## src/rtl/align_accumulate_if.sv

```systemverilog
// Window-in / result-out handshake bundle for the mantissa alignment and accumulation stage.
// The master side issues windows and takes results; the slave side is the accumulator.
interface align_accumulate_if #(
  parameter int MAN_W = 12,
  parameter int ACC_W = MAN_W + 7
);
  logic                    in_valid;
  logic                    in_ready;
  logic [44:0]             exp_in;
  logic [9*MAN_W-1:0]      man_in;
  logic [4:0]              exp_max;
  logic                    out_valid;
  logic                    out_ready;
  logic [ACC_W-1:0]        sum_out;
  logic [4:0]              exp_out;
  logic                    align_err;

  modport master (
    output in_valid, exp_in, man_in, exp_max, out_ready,
    input  in_ready, out_valid, sum_out, exp_out, align_err
  );

  modport slave (
    input  in_valid, exp_in, man_in, exp_max, out_ready,
    output in_ready, out_valid, sum_out, exp_out, align_err
  );
endinterface

```

## src/rtl/align_accumulate.sv

```systemverilog
// Captures a 3x3 window of product terms, aligns each mantissa to the common maximum
// exponent and accumulates one term per cycle, then offers the sum downstream.
module align_accumulate #(
  parameter int MAN_W = 12,
  parameter int GRD_W = 3,
  parameter int ACC_W = MAN_W + GRD_W + 4
) (
  input logic               clk,
  input logic               rst_n,
  align_accumulate_if.slave bus
);
  localparam int TERMS = 9;
  localparam logic [1:0] IDLE = 2'd0;
  localparam logic [1:0] ACC  = 2'd1;
  localparam logic [1:0] DONE = 2'd2;

  logic [1:0]              state_reg;
  logic [5*TERMS-1:0]      exp_reg;
  logic [MAN_W*TERMS-1:0]  man_reg;
  logic [4:0]              exp_max_reg;
  logic signed [ACC_W-1:0] acc_reg;
  logic [3:0]              idx_reg;
  logic                    err_reg;

  logic [4:0]              exp_term [TERMS];
  logic [MAN_W-1:0]        man_term [TERMS];

  generate
    for (genvar gi = 0; gi < TERMS; gi++) begin : g_unpack
      assign exp_term[gi] = exp_reg[5*gi +: 5];
      assign man_term[gi] = man_reg[MAN_W*gi +: MAN_W];
    end
  endgenerate

  logic [4:0]              exp_sel;
  logic [MAN_W-1:0]        man_sel;
  logic                    over_sel;
  logic [4:0]              diff;
  logic signed [ACC_W-1:0] ext;
  logic signed [ACC_W-1:0] aligned;
  logic signed [ACC_W-1:0] acc_next;

  always_comb begin
    exp_sel = '0;
    man_sel = '0;
    for (int i = 0; i < TERMS; i++) begin
      if (idx_reg == 4'(i)) begin
        exp_sel = exp_term[i];
        man_sel = man_term[i];
      end
    end
  end

  // A term above the claimed maximum is flagged and added unshifted.
  assign over_sel = (exp_sel > exp_max_reg);
  assign diff     = over_sel ? 5'd0 : (exp_max_reg - exp_sel);
  assign ext      = {{(ACC_W-MAN_W-GRD_W){man_sel[MAN_W-1]}}, man_sel, {GRD_W{1'b0}}};
  // Shifts past the width saturate to the sign, giving 0 or -1 as required.
  assign aligned  = ext >>> diff;
  assign acc_next = acc_reg + aligned;

  always_ff @(posedge clk) begin
    if (!rst_n) begin
      state_reg   <= IDLE;
      exp_reg     <= '0;
      man_reg     <= '0;
      exp_max_reg <= '0;
      acc_reg     <= '0;
      idx_reg     <= '0;
      err_reg     <= 1'b0;
    end else begin
      case (state_reg)
        IDLE: begin
          if (bus.in_valid) begin
            exp_reg     <= bus.exp_in;
            man_reg     <= bus.man_in;
            exp_max_reg <= bus.exp_max;
            acc_reg     <= '0;
            idx_reg     <= '0;
            err_reg     <= 1'b0;
            state_reg   <= ACC;
          end
        end
        ACC: begin
          acc_reg <= acc_next;
          idx_reg <= idx_reg + 4'd1;
          if (over_sel) begin
            err_reg <= 1'b1;
          end
          if (idx_reg == 4'(TERMS - 1)) begin
            state_reg <= DONE;
          end
        end
        DONE: begin
          if (bus.out_ready) begin
            state_reg <= IDLE;
          end
        end
        default: state_reg <= IDLE;
      endcase
    end
  end

  assign bus.in_ready  = (state_reg == IDLE);
  assign bus.out_valid = (state_reg == DONE);
  assign bus.sum_out   = acc_reg;
  assign bus.exp_out   = exp_max_reg;
  assign bus.align_err = err_reg;
endmodule

```

## src/flat_wrapper.sv

```systemverilog
// flat-port wrapper written by rule: the top's interface ports become plain ports
module align_accumulate_flat 
#(
  parameter int MAN_W = 12,
  parameter int GRD_W = 3,
  parameter int ACC_W = MAN_W + GRD_W + 4
)
  (clk, rst_n, bus_in_valid, bus_exp_in, bus_man_in, bus_exp_max, bus_out_ready, bus_in_ready, bus_out_valid, bus_sum_out, bus_exp_out, bus_align_err);
  align_accumulate_if #(.MAN_W(MAN_W), .ACC_W(ACC_W)) bus_i ();
  input logic clk;
  input logic rst_n;
  input wire logic [$bits(bus_i.in_valid)-1:0] bus_in_valid;
  input wire logic [$bits(bus_i.exp_in)-1:0] bus_exp_in;
  input wire logic [$bits(bus_i.man_in)-1:0] bus_man_in;
  input wire logic [$bits(bus_i.exp_max)-1:0] bus_exp_max;
  input wire logic [$bits(bus_i.out_ready)-1:0] bus_out_ready;
  output wire logic [$bits(bus_i.in_ready)-1:0] bus_in_ready;
  output wire logic [$bits(bus_i.out_valid)-1:0] bus_out_valid;
  output wire logic [$bits(bus_i.sum_out)-1:0] bus_sum_out;
  output wire logic [$bits(bus_i.exp_out)-1:0] bus_exp_out;
  output wire logic [$bits(bus_i.align_err)-1:0] bus_align_err;
  assign bus_i.in_valid = bus_in_valid;
  assign bus_i.exp_in = bus_exp_in;
  assign bus_i.man_in = bus_man_in;
  assign bus_i.exp_max = bus_exp_max;
  assign bus_i.out_ready = bus_out_ready;
  assign bus_in_ready = bus_i.in_ready;
  assign bus_out_valid = bus_i.out_valid;
  assign bus_sum_out = bus_i.sum_out;
  assign bus_exp_out = bus_i.exp_out;
  assign bus_align_err = bus_i.align_err;
  align_accumulate #(.MAN_W(MAN_W), .GRD_W(GRD_W), .ACC_W(ACC_W)) u_core (.clk(clk), .rst_n(rst_n), .bus(bus_i));
endmodule
```

## config.mk

```make
export PLATFORM = sky130hd
export DESIGN_NAME = align_accumulate_flat
export DESIGN_NICKNAME = d
export VERILOG_FILES = /design/src/rtl/align_accumulate_if.sv /design/src/rtl/align_accumulate.sv /design/src/flat_wrapper.sv
export SDC_FILE = /design/constraint.sdc
export NUM_CORES = 1
export LEC_CHECK = 0
export CAP_MARGIN = 20
export CORE_MARGIN = 2
export CORE_UTILIZATION = 51
export CTS_CLUSTER_SIZE = 25
export DETAILED_ROUTE_END_ITERATION = 16
export GPL_TIMING_DRIVEN = 0
export HOLD_SLACK_MARGIN = 0.03
export PLACE_DENSITY = 0.84
export SYNTH_ARGS = -nofsm -noshare
export SYNTH_HDL_FRONTEND = slang
export SYNTH_SLANG_ARGS = --single-unit
```

## constraint.sdc

```tcl
create_clock -name clk -period 12.8 [get_ports clk]
set_input_delay 1.92 -clock clk [delete_from_list [all_inputs] [get_ports clk]]
set_output_delay 1.92 -clock clk [all_outputs]
set_load 0.02 [all_outputs]
```

## Word level (Yosys, flattened, before mapping)

Cells that the tools add are included.

| cells by class | value |
|---|---|
| $add $sub $neg | 3 |
| $lt $le $gt $ge | 1 |
| equal/unequal tests | 14 |
| shift-type cells | 1 |
| muxes and demuxes | 30 |
| reduce and logical (&&, ||, !) cells | 7 |

Operators by type and width:

| operator | count |
|---|---|
| $mux W12 | 9 |
| $mux W5 | 10 |
| $pmux W19 S2 | 1 |
| $add A19 B19 Y19 | 1 |
| $mux W19 | 1 |
| $sshr A15 B5 Y19 | 1 |
| $eq A4 B3 Y1 const B | 4 |
| $eq A4 B2 Y1 const B | 2 |
| $pmux W4 S2 | 1 |
| $mux W2 | 3 |
| $pmux W2 S3 | 1 |
| $reduce_and A3 Y1 | 2 |
| $gt A5 B5 Y1 | 1 |
| $sub A5 B5 Y5 | 1 |
| $add A4 B1 Y4 const B | 1 |
| $eq A4 B1 Y1 const B | 1 |
| $eq A4 B4 Y1 const B | 1 |
| $logic_not A4 Y1 | 1 |
| $mux W4 | 1 |
| $ne A2 B1 Y1 const B | 2 |
| $ne A2 B2 Y1 const B | 2 |
| $reduce_and A2 Y1 | 2 |
| $eq A2 B1 Y1 const B | 1 |
| $eq A2 B2 Y1 const B | 1 |
| other kinds (4) | 5 |

| storage, ports and cells | value |
|---|---|
| flip-flop bits (word level) | 184 |
| output and inout port bits | 27 |
| word-level logic and storage cells | 63 |

## Longest topological paths before layout

Gate-level depths: netlist of run 1.

| depth | value |
|---|---|
| word-level depth | 15 |
| depth in mapped cells | 37 |
| mapped depth without buffers | 34 |

## Worst setup path before layout of run 1

OpenSTA, ideal clock, no wires.

| path | value |
|---|---|
| path kind | reg-to-reg |
| start | register u_core.idx_reg[0] |
| end | register u_core.acc_reg[18], in the netlist u_core.bus.sum_out[18] |
| library setup time | 0.119 ns |
| arrival | 6.293 ns |
| data required time | 12.681 ns |
| slack | 6.388 ns |
| stages on the path, launching flop included | 37 |
| clock period less this slack | 6.412 ns |
| cells stage by stage | dfxtp_1 ha_1 buf_2 buf_2 buf_2 clkbuf_1 nand2_1 a21oi_1 a21oi_1 o21ai_0 a222oi_1 o21ai_0 o21ai_0 o21a_1 ha_1 nor2b_1 o21a_1 o21a_1 o21ai_2 a21o_1 clkbuf_1 nor2_1 a21oi_1 o22ai_1 a21oi_1 ha_1 inv_1 fa_1 nand2b_1 a21oi_1 o31ai_1 a21oi_1 a2111oi_0 o31ai_1 xnor2_1 mux2i_1 a21boi_1 |

| on the way | value |
|---|---|
| word-level cells in the longest chain between the ends | 15 |
| elaborated cells between the ends (all ways) | 33 |

RTL lines:

| item | line | text |
|---|---|---|
| from (decl) | align_accumulate.sv:22 | `logic [3:0] idx_reg;` |
| from (signal assigned) | align_accumulate.sv:86 | `idx_reg <= idx_reg + 4'd1;` |
| $logic_not A4 Y1 | align_accumulate.sv:47 | `if (idx_reg == 4'(i)) begin` |
| $mux W5 (9 in a row) | align_accumulate.sv:47 |  |
| $sub A5 B5 Y5 / $gt A5 B5 Y1 (equally long branches) | align_accumulate.sv:56, align_accumulate.sv:55 |  |
| $mux W5 | align_accumulate.sv:56 | `assign diff = over_sel ? 5'd0 : (exp_max_reg - exp_sel);` |
| $sshr A15 B5 Y19 (*) | align_accumulate.sv:59 | `assign aligned = ext >>> diff;` |
| $add A19 B19 Y19 (*) | align_accumulate.sv:60 | `assign acc_next = acc_reg + aligned;` |
| $pmux W19 S2 (*) | align_accumulate.sv:72 | `case (state_reg)` |
| to (signal assigned) | align_accumulate.sv:85 | `acc_reg <= acc_next;` |
| to (decl) | align_accumulate.sv:21 | `logic signed [ACC_W-1:0] acc_reg;` |

Every way passes the cells marked *; elsewhere a longest branch is shown, timed or not.
A chain may end at the register's enable or synchronous reset.

## Worst setup path after layout of run 1

Same ends and word-level chain as after synthesis.

==> results of run 1 <==
-- layout make-up --
cell class              count  area [um2]  area share [%]
multi-input cells        1039        5970            46.1
plain buffers             104         427            3.29
repair buffers            187        1870            14.4
clock inverters            14         174            1.34
well taps                 265         332            2.56
flip-flops and latches    184        3680            28.4
clock buffers              17         425            3.28
inverters                  19        71.3           0.550
-- per-stage QoR --
stage	hold slack [ns]	setup WS, ns	cells	area, um2
floorplan	0.438	6.39	1346	10200
global placement	0.449	4.99	1798	12400
detailed placement	0.455	4.90	1798	12400
CTS	0.465	4.80	1829	13000
global route	0.490	4.09	1829	13000
finish	0.465	4.57	1829	13000
-- kinds of logic after synthesis --
| kind of cell | Yosys count | share of synthesized area, % |
|---|---|---|
| flops | 184 | 36.3 |
| mux | 12 | 1.20 |
| fa+ha+maj | 30 | 3.84 |
| buf+inv | 123 | 4.90 |
| xor+xnor | 15 | 1.29 |
| simple gates | 580 | 24.8 |
| compound gates | 402 | 27.7 |
-- power breakdown --
| group | leakage, nW | internal (mW) | switching [mW] |
|---|---|---|---|
| sequential | 1.51 | 0.610 | 0.0299 |
| combinational | 3.05 | 0.195 | 0.255 |
| clock | 0.296 | 0.281 | 0.261 |
-- cells in the mapped netlist, drive strengths merged (5+ instances only) --
master	n	area (um2)
nand2	401	1510
dfxtp	184	3680
a21boi	165	1240
clkbuf	80	300
a21oi	72	383
o21ai	60	308
nor2	47	179
ha	28	350
nand3	28	140
and2	25	156
buf	24	126
inv	19	71.3
nand3b	18	135
nor2b	14	87.6
nand2b	13	81.3
a221oi	12	111
mux2i	11	110
a31oi	10	62.6
nor3	9	45.0
xnor2	9	78.8
o21a	8	60.1
a21o	7	52.6
and3b	7	61.3
a222oi	6	60.1
o31ai	6	50.1
xor2	6	52.6
a221o	5	50.1
a22oi	5	37.5
o211ai	5	37.5
-- worst min path at each step --
stage               slack (ns)                 from  cells past startpoint                   to
finish                    0.47   u_core.man_reg[35]                      2   u_core.man_reg[35]
floorplan                 0.44  u_core.man_reg[107]                      2  u_core.man_reg[107]
CTS                       0.46    u_core.man_reg[9]                      2    u_core.man_reg[9]
global route              0.49   u_core.man_reg[52]                      2   u_core.man_reg[52]
global placement          0.45   u_core.exp_reg[43]                      2   u_core.exp_reg[43]
detailed placement        0.45    u_core.man_reg[9]                      2    u_core.man_reg[9]
-- critical path: cells and delay by family, from the launching register on --
family / cells / cell delay [ns]
AO/OA/AOI/OAI: 18 / 3.88
buffers and inverters: 6 / 1.87
adder cells (fa/ha/maj): 4 / 1.09
flip-flops: 1 / 0.47
AND/OR/NAND/NOR: 3 / 0.35
multiplexers: 1 / 0.23
XOR/XNOR: 1 / 0.18
-- layer usage --
| layer | global-route usage [%] | up-vias | routed length, um |
|---|---|---|---|
| met5 | 0 | - | 0 |
| met4 | 12.9 | 0 | 1160 |
| met3 | 6.45 | 84 | 2990 |
| met2 | 49.6 | 552 | 15000 |
| met1 | 38.4 | 4891 | 13300 |
| li1 | - | 5042 | - |
==> results.json, run 1 <==
{
  "outcome": "finished, final reports clean",
  "synthFlopType": "dfxtp_1",
  "die_width_um": 145,
  "dr.pass1.iters": 7,
  "yosys_warnings": 0,
  "clk_latency_ns": 0.45,
  "final_max_slew_viol_count": 0,
  "drive_gt1_share_pct": 4.35,
  "gp_congestion": 0.956,
  "r2r-start": "u_core.idx_reg[0]",
  "reg2regPathDepth": 33,
  "hold_class": "reg -> reg",
  "core_area_um2": 19500,
  "worstSetupEndpointType": "flip-flop",
  "r2r_setup_slack_ns": 4.57,
  "p_total_mw": 1.63,
  "power_density_nw_per_um2": 126,
  "syn_inst": 1346,
  "io_pins": 189,
  "antenna_found_initial": 0,
  "crit_path_start_kind": "flip-flop",
  "ys_seq_area_share_pct": 36.3,
  "max_stage_delay_ns": 0.55,
  "crit_fanout": 10,
  "largest_reg_flops": 108,
  "setup_viol": 0,
  "post_drt_wl_per_cell_um": 17.7,
  "fin_crit_ns": 8.23,
  "io_buffer_count": 187,
  "arrival_ns": 8.57,
  "first_global_vias": 10200,
  "core.rowCount": 51,
  "post_cts_buffers": 0,
  "dp_hpwl_um": 25200,
  "irDropWorstVdd_mv": 0.0848,
  "ant_nets": 0,
  "cts_buffers": 17,
  "die_h_um": 145,
  "htree_levels": 4,
  "final_cell_mix": "nand2_1, clkdlybuf4s50_1, dfxtp_1, a21boi_0, clkbuf_1",
  "overflow": 0,
  "cts_tree": "done",
  "cts_buffer_depth": 2,
  "syn_area_um2": 10200,
  "drcViolationCount": 0,
  "fill_cells": 1691,
  "p_leak_nw": 4.86,
  "tns_ns": 0,
  "vias": 10600,
  "syn-num-nets": 1538,
  "min_period_over_period_pct": 64.3,
  "final_common_cell": "nand2_1",
  "relSlewSlack_pct": 45.1,
  "cts.sinks": 184,
  "ys_types": 73,
  "syn_to_final_growth_pct": 27.6,
  "worst_ep_required_time_ns": 13.13,
  "fin_nets": 1744,
  "antenna_cells": 0,
  "yosys_register_bits": 184,
  "crit_type": "reg -> reg",
  "grt_usage_pct": 30.2,
  "timing.fmax_ghz": 0.121,
  "syn_avg_cell_area_um2": 7.55,
  "startpoint": "u_core.idx_reg[0]",
  "cap_violations": 0,
  "grt_max_degree": 20,
  "r2r-end": "u_core.bus.sum_out[18]",
  "drt_iter0_drc": 1015,
  "synth_edf_count": 0,
  "wirelength_um": 32400,
  "clk_pin_slew_ns": 0.08,
  "cts_hold_buf": 0,
  "synthArstFlopShare_pct": 0,
  "cpMaxStageDelayCell": "clkbuf_1",
  "path_common_cell": "a21oi_1",
  "cts-root-buf": "clkbuf_16",
  "crit_end": "u_core.bus.sum_out[18]",
  "die-area_um2": 21100,
  "rsz0062_at_grt": "false",
  "final_util_pct": 66.4,
  "worstMarginPinSlew_ns": 0.823,
  "initial_core_util_pct": 52.0,
  "cts_resized": 0,
  "viasPerCell": 5.78,
  "skew_ns": 0.00921,
  "grt_pass1_wl_um": 51100,
  "hold_viol": 0
}
Note: power is estimated with default switching activity, not from simulation.
==> run 2: changes to the inputs <==
Settings changed: CORE_UTILIZATION 51 to 48, PLACE_DENSITY 0.84 to 0.83.
Clock period 12.8 ns to 6.7 ns, I/O delays scaled along.
==> results.json, run 2 (synthesized netlist as in run 1, its figures left out) <==
{
  "outcome": "finished, final reports clean",
  "overflow": 0,
  "antenna_cells": 0,
  "ant_nets": 0,
  "power_density_nw_per_um2": 240,
  "final_cell_mix": "nand2_1, clkdlybuf4s50_1, dfxtp_1, a21boi_0, clkbuf_1",
  "min_from": "u_core.man_reg[8]",
  "crit_type": "reg -> reg",
  "io_buffer_count": 187,
  "cts_buffer_depth": 2,
  "p_switching_mw": 1.06,
  "crit_path_start_kind": "flip-flop",
  "seq_power_share_pct": 38.4,
  "wirelength_um": 33300,
  "final_common_cell": "nand2_1",
  "fin_area_um2": 13300,
  "busiest_layer": "met2",
  "hold_end": "u_core.man_reg[8]",
  "min_period_over_period_pct": 97.4,
  "hold_class": "reg -> reg",
  "die_h_um": 149,
  "grt_usage_pct": 29.4,
  "grtUsageMet3_pct": 5.24,
  "cts_tree": "done",
  "vias": 10600,
  "fin_nets": 1753,
  "combPwrFrac_pct": 29.3,
  "clk_latency_ns": 0.45,
  "timing.fmax_ghz": 0.153,
  "grt_max_degree": 20,
  "die_width_um": 149,
  "viasPerCell": 5.71,
  "met1_usage_pct": 37.3,
  "final_max_slew_viol_count": 0,
  "largest_reg_flops": 108,
  "initial_core_util_pct": 48.6,
  "r2r_setup_slack_ns": 0.18,
  "irDropWorstVdd_mv": 0.143,
  "p_leak_nw": 4.98,
  "relSlewSlack_pct": 46.4,
  "die-area_um2": 22300,
  "clkPwrFrac_pct": 32.4,
  "core_area_um2": 20900,
  "clk_pin_slew_ns": 0.07,
  "drive_gt1_share_pct": 7.75,
  "r2r-start": "u_core.idx_reg[0]",
  "min_delay_path_depth": 2,
  "r2r-end": "u_core.bus.sum_out[18]",
  "drcViolationCount": 0,
  "syn_to_final_growth_pct": 31.0,
  "io_pins": 189,
  "worstMarginPinSlew_ns": 0.804,
  "skew_ns": 0.0135,
  "crit_fanout": 10,
  "place_area_um2": 12400,
  "worstSetupEndpointType": "flip-flop",
  "gp_congestion": 0.954,
  "final_util_pct": 63.7,
  "dp_hpwl_um": 25600,
  "htree_levels": 4,
  "p_int_mw": 2.14,
  "grt_pass1_wl_um": 51600,
  "antenna_found_initial": 0,
  "setup_viol": 0,
  "core.rowCount": 53,
  "reg2regPathDepth": 32,
  "cap_violations": 0,
  "dr.pass1.iters": 7,
  "post_drt_wl_per_cell_um": 18.0,
  "p_total_mw": 3.19,
  "grtUsageMet2_pct": 49.5,
  "netSwitchingFraction_pct": 33.1,
  "path_common_cell": "o21ai_1",
  "timing.hold.ws_ns": 0.466,
  "hold_viol": 0,
  "cts_buffers": 17,
  "arrival_ns": 6.86,
  "drt_iter0_drc": 943,
  "max_stage_delay_ns": 0.43,
  "worst_ep_required_time_ns": 7.04,
  "cpMaxStageDelayCell": "fa_1",
  "fin_crit_ns": 6.52,
  "cts.sinks": 184,
  "cts-root-buf": "clkbuf_16",
  "first_global_vias": 10100
}
run 2: changes by cell type in the layout (fill, tap and decap cells not counted), moves of 4 or more:
cell,before,now
buf_4,0,19
o21ai_1,1,5
a21oi_1,68,63
buf_2,17,11
o21ai_0,57,53
inv_8,6,2
buf_6,2,6
clkbuf_1,80,69
run 2: worst max-delay path by stage:
stage / start / end / slack, ns / depth (start not counted)
3_5_place_dp: u_core.idx_reg[0] / u_core.bus.sum_out[18] / -1.17 / 33
5_1_grt: u_core.idx_reg[0] / u_core.bus.sum_out[13] / -0.07 / 31
4_1_cts: u_core.idx_reg[1] / u_core.bus.sum_out[18] / 0.01 / 36
6_report: u_core.idx_reg[0] / u_core.bus.sum_out[18] / 0.18 / 32
3_3_place_gp: u_core.idx_reg[0] / u_core.bus.sum_out[18] / -1.00 / 33
2_1_floorplan: u_core.idx_reg[0] / u_core.bus.sum_out[18] / 0.29 / 36
run 2: routing by layer:
metal	share of wire [%]	vias to the layer above
met1	42	4934
li1	-	5061
met2	48	489
met4	3.0	0
met3	7.6	78
met5	0	-
run 2: per-stage QoR:
stage          worst slack (ns)  instances  TNS, ns
2_1_floorplan             0.288       1346        0
3_3_place_gp              -1.00       1808    -5.16
3_5_place_dp              -1.17       1808    -6.86
4_1_cts                  0.0132       1840        0
5_1_grt                 -0.0674       1849   -0.187
6_report                  0.177       1849        0
run 2: cell type report:
cell class	instances	area, um2
buffer	101	483
clock buffer	20	467
clock inverter	12	128
fill	1810	7580
inverter	19	71.3
multi-input combinational	1039	6160
sequential	184	3690
tap	275	344
timing repair buffer	199	1960
run 2: power groups by stage:
stage / Combinational (mW) / Clock, mW / Sequential [mW]
floorplan: 0.531 / 0 / 1.24
finish: 0.934 / 1.03 / 1.22
detailed placement: 0.839 / 0 / 1.25
global placement: 0.826 / 0 / 1.24
global route: 1.02 / 1.08 / 1.23
CTS: 0.861 / 1.03 / 1.22
run 2: timing repair:
action	in CTS	in global routing
hold buffers	0	0
setup buffers	3	9
endpoints found under the setup margin	14	9
gates resized for setup	30	64
hold endpoints to repair	0	0
pin swaps	5	15
run 2: critical path: cells and delay by family (launching register included):
family | cells | cell delay, ns
simple gates | 4 | 0.50
xor+xnor | 1 | 0.18
mux | 2 | 0.48
compound gates | 18 | 3.30
buf+inv | 4 | 0.64
fa+ha+maj | 3 | 0.93
flops | 1 | 0.39
